[src/rtl/fw_interface_wb_slave.sv]
// ---------------------------------------------------------------------------
// fw_interface_wb_slave
//   Wishbone classic slave through which firmware posts report / warning /
//   error / compare messages to a testbench. Firmware fills the holding
//   registers, streams message characters into an external string memory
//   and then issues a command. The FSM writes the string terminator and
//   pulses the matching new_* strobe, followed by a quiet gap.
//
// Ports
//   wb_clk_i, wb_rst_i          clock, synchronous active-high reset
//   wb_adr_i[4:0]               byte address, register = wb_adr_i[4:2]
//   wb_dat_i / wb_dat_o         write / read data (32 bit)
//   wb_sel_i[3:0]               byte enables
//   wb_we_i, wb_stb_i, wb_cyc_i Wishbone classic control
//   wb_ack_o                    registered one-cycle acknowledge
//   new_report .. new_compare   message strobes
//   report_reg .. measured_reg  holding registers
//   index, data, write_mem      string memory write port
//
// Register map (wb_adr_i[4:2])
//   0 REPORT  1 WARNING  2 ERROR  3 EXPECTED  4 MEASURED
//   5 CHAR (wo)  6 CMD (wo)  7 STATUS (ro: [0] busy, [1] overflow, [13:8] count)
// ---------------------------------------------------------------------------
module fw_interface_wb_slave #(
    parameter int STROBE_CYCLES = 4
) (
    input  logic        wb_clk_i,
    input  logic        wb_rst_i,
    input  logic [4:0]  wb_adr_i,
    input  logic [31:0] wb_dat_i,
    output logic [31:0] wb_dat_o,
    input  logic [3:0]  wb_sel_i,
    input  logic        wb_we_i,
    input  logic        wb_stb_i,
    input  logic        wb_cyc_i,
    output logic        wb_ack_o,
    output logic        new_report,
    output logic        new_warning,
    output logic        new_error,
    output logic        new_compare,
    output logic [31:0] report_reg,
    output logic [31:0] warning_reg,
    output logic [31:0] error_reg,
    output logic [31:0] expected_reg,
    output logic [31:0] measured_reg,
    output logic [5:0]  index,
    output logic [7:0]  data,
    output logic        write_mem
);

    typedef enum logic [1:0] {IDLE, TERM, STROBE, GAP} state_t;

    localparam logic [2:0] SEL_CHAR   = 3'd5;
    localparam logic [2:0] SEL_CMD    = 3'd6;
    localparam logic [2:0] SEL_STATUS = 3'd7;
    localparam int         PW         = $clog2(STROBE_CYCLES + 1);

    state_t         state, next_state;
    logic [31:0]    hold [5];
    logic [5:0]     count;
    logic           overflow;
    logic           char_wr_q;
    logic [7:0]     char_q;
    logic [3:0]     msg_q;
    logic [PW-1:0]  phase;
    logic [31:0]    rd_data;

    logic [2:0]     reg_sel;
    logic           busy, req, stall, take, char_ok, cmd_go, last_phase;
    logic [3:0]     cmd_onehot;
    logic           unused_ok;

    assign reg_sel    = wb_adr_i[4:2];
    assign busy       = (state != IDLE);
    assign req        = wb_cyc_i & wb_stb_i & ~wb_ack_o;
    // Writes that could disturb an in-flight message wait for IDLE; STATUS
    // writes and all reads proceed.
    assign stall      = wb_we_i & (reg_sel != SEL_STATUS) & busy;
    assign take       = req & ~stall;
    assign char_ok    = wb_sel_i[0] & (wb_dat_i[7:0] != 8'h00);
    assign cmd_go     = take & wb_we_i & (reg_sel == SEL_CMD) & (wb_dat_i[3:0] != 4'h0);
    // Two's-complement trick isolates the lowest set command bit.
    assign cmd_onehot = wb_dat_i[3:0] & (~wb_dat_i[3:0] + 4'd1);
    assign last_phase = (phase == PW'(STROBE_CYCLES - 1));
    assign unused_ok  = &{1'b0, wb_adr_i[1:0]};

    assign report_reg   = hold[0];
    assign warning_reg  = hold[1];
    assign error_reg    = hold[2];
    assign expected_reg = hold[3];
    assign measured_reg = hold[4];

    // NOTE: every combinational output gets a default first, so no path
    // through the case can leave it unassigned and infer a latch.
    always_comb begin
        rd_data = '0;
        case (reg_sel)
            3'd0, 3'd1, 3'd2, 3'd3, 3'd4: begin
                for (int r = 0; r < 5; r++)
                    if (reg_sel == 3'(r)) rd_data = hold[r];
            end
            SEL_STATUS: rd_data = {18'd0, count, 6'd0, overflow, busy};
            default:    rd_data = '0;
        endcase
    end

    // FSM: state register
    // NOTE: sequential state is updated with non-blocking assignments so all
    // flops sample pre-edge values regardless of process ordering.
    always_ff @(posedge wb_clk_i) begin
        if (wb_rst_i) state <= IDLE;
        else          state <= next_state;
    end

    // FSM: next state
    always_comb begin
        next_state = state;
        case (state)
            IDLE:    if (cmd_go) next_state = TERM;
            TERM:    next_state = STROBE;
            STROBE:  if (last_phase) next_state = GAP;
            GAP:     if (last_phase) next_state = IDLE;
            default: next_state = IDLE;
        endcase
    end

    // FSM: outputs. Outside TERM the memory port shows the pending character
    // write (if any) and index always tracks the character count.
    always_comb begin
        {new_compare, new_error, new_warning, new_report} = 4'b0000;
        write_mem = char_wr_q;
        data      = char_q;
        index     = count;
        case (state)
            TERM: begin
                write_mem = 1'b1;
                data      = 8'h00;
            end
            STROBE:  {new_compare, new_error, new_warning, new_report} = msg_q;
            default: ;
        endcase
    end

    // Bus side, holding registers, character count and strobe timer.
    always_ff @(posedge wb_clk_i) begin
        if (wb_rst_i) begin
            wb_ack_o  <= 1'b0;
            wb_dat_o  <= '0;
            // NOTE: the holding registers are outputs that must read zero
            // after reset, so unlike a RAM this small array is reset.
            for (int r = 0; r < 5; r++) hold[r] <= '0;
            count     <= '0;
            overflow  <= 1'b0;
            char_wr_q <= 1'b0;
            char_q    <= '0;
            msg_q     <= '0;
            phase     <= '0;
        end else begin
            wb_ack_o  <= take;
            wb_dat_o  <= (take && !wb_we_i) ? rd_data : '0;
            char_wr_q <= 1'b0;
            char_q    <= '0;

            if (take && wb_we_i) begin
                case (reg_sel)
                    3'd0, 3'd1, 3'd2, 3'd3, 3'd4: begin
                        for (int r = 0; r < 5; r++)
                            if (reg_sel == 3'(r))
                                for (int b = 0; b < 4; b++)
                                    if (wb_sel_i[b]) hold[r][8*b +: 8] <= wb_dat_i[8*b +: 8];
                    end
                    SEL_CHAR: begin
                        // Slot 63 stays free for the terminator.
                        if (char_ok) begin
                            if (count != 6'd63) begin
                                char_wr_q <= 1'b1;
                                char_q    <= wb_dat_i[7:0];
                            end else begin
                                overflow  <= 1'b1;
                            end
                        end
                    end
                    SEL_CMD: if (cmd_go) msg_q <= cmd_onehot;
                    default: ;
                endcase
            end

            // Count advances after the ack cycle that carried the character.
            if (char_wr_q) count <= count + 6'd1;

            if (state == GAP && next_state == IDLE) begin
                count    <= '0;
                overflow <= 1'b0;
            end

            if ((state == STROBE || state == GAP) && state == next_state)
                phase <= phase + PW'(1);
            else
                phase <= '0;
        end
    end

endmodule

[config.mk]
export PLATFORM = sky130hd
export DESIGN_NAME = fw_interface_wb_slave
export DESIGN_NICKNAME = d
export VERILOG_FILES = /design/src/rtl/fw_interface_wb_slave.sv
export SDC_FILE = /design/constraint.sdc
export NUM_CORES = 1
export LEC_CHECK = 0
export BUFFER_PORTS_ARGS = -buffer_cell sky130_fd_sc_hd__buf_2
export CAP_MARGIN = 20
export CORE_ASPECT_RATIO = 0.9
export CORE_MARGIN = 2
export CORE_UTILIZATION = 45
export DETAILED_ROUTE_END_ITERATION = 8
export PLACE_DENSITY = 0.75
export SKIP_CTS_REPAIR_TIMING = 1
export SYNTH_ARGS = -nofsm -noshare
export SYNTH_HDL_FRONTEND = slang
export SYNTH_SLANG_ARGS = --single-unit
[constraint.sdc]
create_clock -name wb_clk_i -period 2.2 [get_ports wb_clk_i]
set_input_delay 0.11 -clock wb_clk_i [delete_from_list [all_inputs] [get_ports wb_clk_i]]
set_output_delay 0.11 -clock wb_clk_i [all_outputs]
set_load 0.01 [all_outputs]
==> results.tsv <==
stage	metric	value	unit
sta	Slew headroom	0.647	
sta	setup violators final	0	
logic_synthesis	Syn Area/Cell	15.8	um2
logic_synthesis	syn nets	602	
layout	sequential standard cell area	0.00597	mm2
logic_synthesis	Netlist Area Pre-Place	0.00874	mm2
logic_synthesis	Netlist cell types	51	
critical_path	Worst Setup Start Kind	flip-flop	
route	drt total wl	24200	um
logic_synthesis	adder-cell share of the synthesized area	0.00430	
sta	RSZ-0062 raised after global routing	no	
layout	fillers	1477	
sta	Slew Limit Fails	0	
route	Pre-antenna DRT Iters	4	
sta	Final min period	2.00	ns
global_route	largest net degree at the start of global routing	33	
critical_path	critical path class	reg -> reg	
pwr	Leak Pwr	4.78	nW
logic_synthesis	Compound-Gate Fraction of Synth Area	0.104	
logic_synthesis	XOR/XNOR Fraction of Synth Area	0.00501	
logic_synthesis	cell accounting for the most synthesized area	edfxtp_1	
clock_network	CTS tree	done	
layout	Post-layout nets	906	
critical_path	crit path DAT	2.27	ns
route	vias per cell	5.46	
sta	FMAX	499	MHz
route	routed length per instance	21.5	um
clock_network	Root Buffer	clkbuf_16	
status	status	finished, violations left	
critical_path	Worst path max stage delay	0.37	ns
floorplanning	Die Y	136	um
floorplanning	initial core utilization	0.457	
sta	Final Hold Vio Count	1	
logic_synthesis	Ys Warns	0	
placed_design	Post-Place Cell Area	0.0104	mm2
min_path	Hold Path Class	in -> reg	
logic_synthesis	sequential fraction of the synthesis area	0.683	
logic_synthesis	number of synthesized register bits	218	
route	Post-route DRC	0	
logic_synthesis	Simple-Gate Fraction of Synth Area	0.0932	
floorplanning	full die area	0.0205	mm2
sta	setup TNS	0	ns
placed_design	DP Wirelength	17000	um
sta	Clock Skews	0.00787	ns
logic_synthesis	top post-synthesis cells by area	edfxtp_1, dfxtp_1, mux4_2, a21boi_2, and2_1	
sta	Final Cycle Share	0.910	
global_route	vias in the first global route	5822	
route	number of DRC violations after detailed-routing iteration 0	399	
global_route	initial antenna violation count	2	
clock_network	Clk pin slew, worst setup/hold paths	0.07	ns
critical_path	CP endpoint kind	flip-flop	
sta	setup ws final	0.197	ns
logic_synthesis	largest family of logic cells by synthesized area	compound AO/OA/AOI/OAI gates	
sta	Worst Hold Slack	-0.0151	ns
clock_network	Sink Count	218	
status	failing checks	hold timing	
clock_network	htree depth	1	
logic_synthesis	EDFF count, synth	160	
placed_design	IO buf count	255	
placed_design	Post-Place Setup Slack	0.258	ns
route	Post-DRT Antenna Nets	0	
global_route	Congestion Overflow GR	0	
logic_synthesis	post-synthesis mux area share	0.0848	
floorplanning	I/O pin count	258	
sta	worst slew pin tran	0.522	ns
floorplanning	placement row count	48	
placed_design	final RePlAce weighted congestion	0.827	
floorplanning	Die Width	151	um
critical_path	Critical Path Fanout Max	15	
floorplanning	Placeable Area	0.0191	mm2
layout	fraction of layout cells with a size suffix above 1	0.471	
logic_synthesis	Post-Syn Instances	553	
critical_path	critical path's slowest cell	a21boi_1	
logic_synthesis	fraction of registers with async set/reset	0	
job	Max Cap Viol	0	
layout	area delta synth->final	32.0	%
layout	multi-input logic area	0.00256	mm2
logic_synthesis	ys flop type	edfxtp_1	
critical_path	reg2reg path depth	6	
global_route	first-pass GRT wire length	34600	um
logic_synthesis	Synth top area share	0.550	
route	detailed-route via count	6142	
pwr	Peak VDD IR	0.000559	V
global_route	global-route usage over all layers	0.226	
clock_network	CTS Buffer Depth	3	
min_path	Hold Path Depth	2	
clock_network	insertion delay to the later sink of the worst-skew pair	0.50	ns
pwr	PwrDens	827	mW/mm2
critical_path	data required time at the worst endpoint	2.47	ns
critical_path	worst path cell trace	nand4b_2, a21oi_2, a31oi_1, a21o_2, buf_4, a21boi_1	
clock_network	CTS Buf Count	23	
layout	Design Area, Final	0.0115	mm2
[stage by stage]
step / std cells / total power [W] / hold WS (ns) / util
global placement: 1048 / 0.00537 / 0.373 / 0.543
global route: 1124 / 0.00982 / 0.00397 / 0.604
floorplan: 553 / 0.00506 / 0.232 / -
detailed placement: 1048 / 0.00539 / 0.378 / 0.543
finish: 1125 / 0.00954 / -0.0151 / 0.604
CTS: 1089 / 0.00952 / -0.131 / 0.586
[cells by family (layout without fill, tap and decap cells)]
kind of cell / count (synthesis) / count (layout)
DFF: 218 / 218
and+or+nand+nor: 141 / 141
AOI/OAI and AO/OA: 108 / 108
buffers and inverters: 44 / 364
muxes: 34 / 34
xor gates and xnor gates: 5 / 5
adders and majority gates: 3 / 3
other: 0 / 2
[layer usage]
layer / global-route usage / up-vias / wire [um]
met5: 0 / - / 0
met4: 0.0509 / 0 / 529
met3: 0.0477 / 36 / 1990
met2: 0.374 / 301 / 11800
met1: 0.311 / 3066 / 9890
li1: - / 2739 / -
[synth_stat cells (all sizes together), types with 4 or more instances]
cell    number
edfxtp     160
dfxtp       58
and2        45
nor2        41
a21boi      32
mux4        32
a22oi       31
buf         19
clkbuf      19
a31o        16
nand2       11
o21ai       11
nor3         7
inv          6
a21oi        5
and3         4
nand2b       4
xor2         4
[power by group]
part           internal (W)  total (W)  switching (W)
sequential          0.00454    0.00462      0.0000743
clock               0.00263    0.00418        0.00156
combinational      0.000326   0.000736       0.000410
total               0.00749    0.00954        0.00204
[sequential cells by signal (all words and copies together) (netlist names)]
| name | flops |
|---|---|
| char_q | 8 |
| char_wr_q | 1 |
| hold | 160 |
| index | 6 |
| msg_q | 4 |
| overflow | 1 |
| phase | 3 |
| state | 2 |
| wb_ack_o | 1 |
| wb_dat_o | 32 |
[critical path: cells and delay by family (launching register included)]
family	cells	cell delay [ns]
and+or+nand+nor	1	0.27
buffers and inverters	1	0.23
DFF	1	0.32
AOI/OAI and AO/OA	4	0.96
[layout by cell type, fill, tap and decap left out, types with 5 or more instances in the layout]
| master | instances |
|---|---|
| and2_1 | 45 |
| clkbuf_16 | 23 |
| nor2_1 | 41 |
| edfxtp_1 | 160 |
| inv_1 | 5 |
| a31o_2 | 16 |
| a22oi_1 | 31 |
| buf_4 | 28 |
| buf_2 | 254 |
| dlygate4sd3_1 | 34 |
| nand2_1 | 11 |
| mux4_2 | 32 |
| o21ai_0 | 10 |
| bufinv_16 | 6 |
| a21boi_2 | 30 |
| dfxtp_1 | 58 |
[worst paths after layout]
path                                          start                       to  slack, ns
worst max register to register  wb_ack_o$_SDFF_PP0_     hold[0][1]$_DFFE_PP_       0.20
worst min register to register  phase[0]$_SDFF_PP0_      phase[0]$_SDFF_PP0_       0.43
worst min-delay path                    wb_adr_i[4]  wb_dat_o[13]$_SDFF_PP0_      -0.02
worst max-delay path            wb_ack_o$_SDFF_PP0_     hold[0][1]$_DFFE_PP_       0.20
[layout make-up]
class,count,area share
repair buffers,317,0.160
inverters,6,0.00195
clock buffers,26,0.0509
diodes,2,0.000434
multi-input cells,291,0.222
well taps,250,0.0271
clock inverters,15,0.0204
flip-flops and latches,218,0.517
No activity file was read; power rests on OpenSTA's default activity.
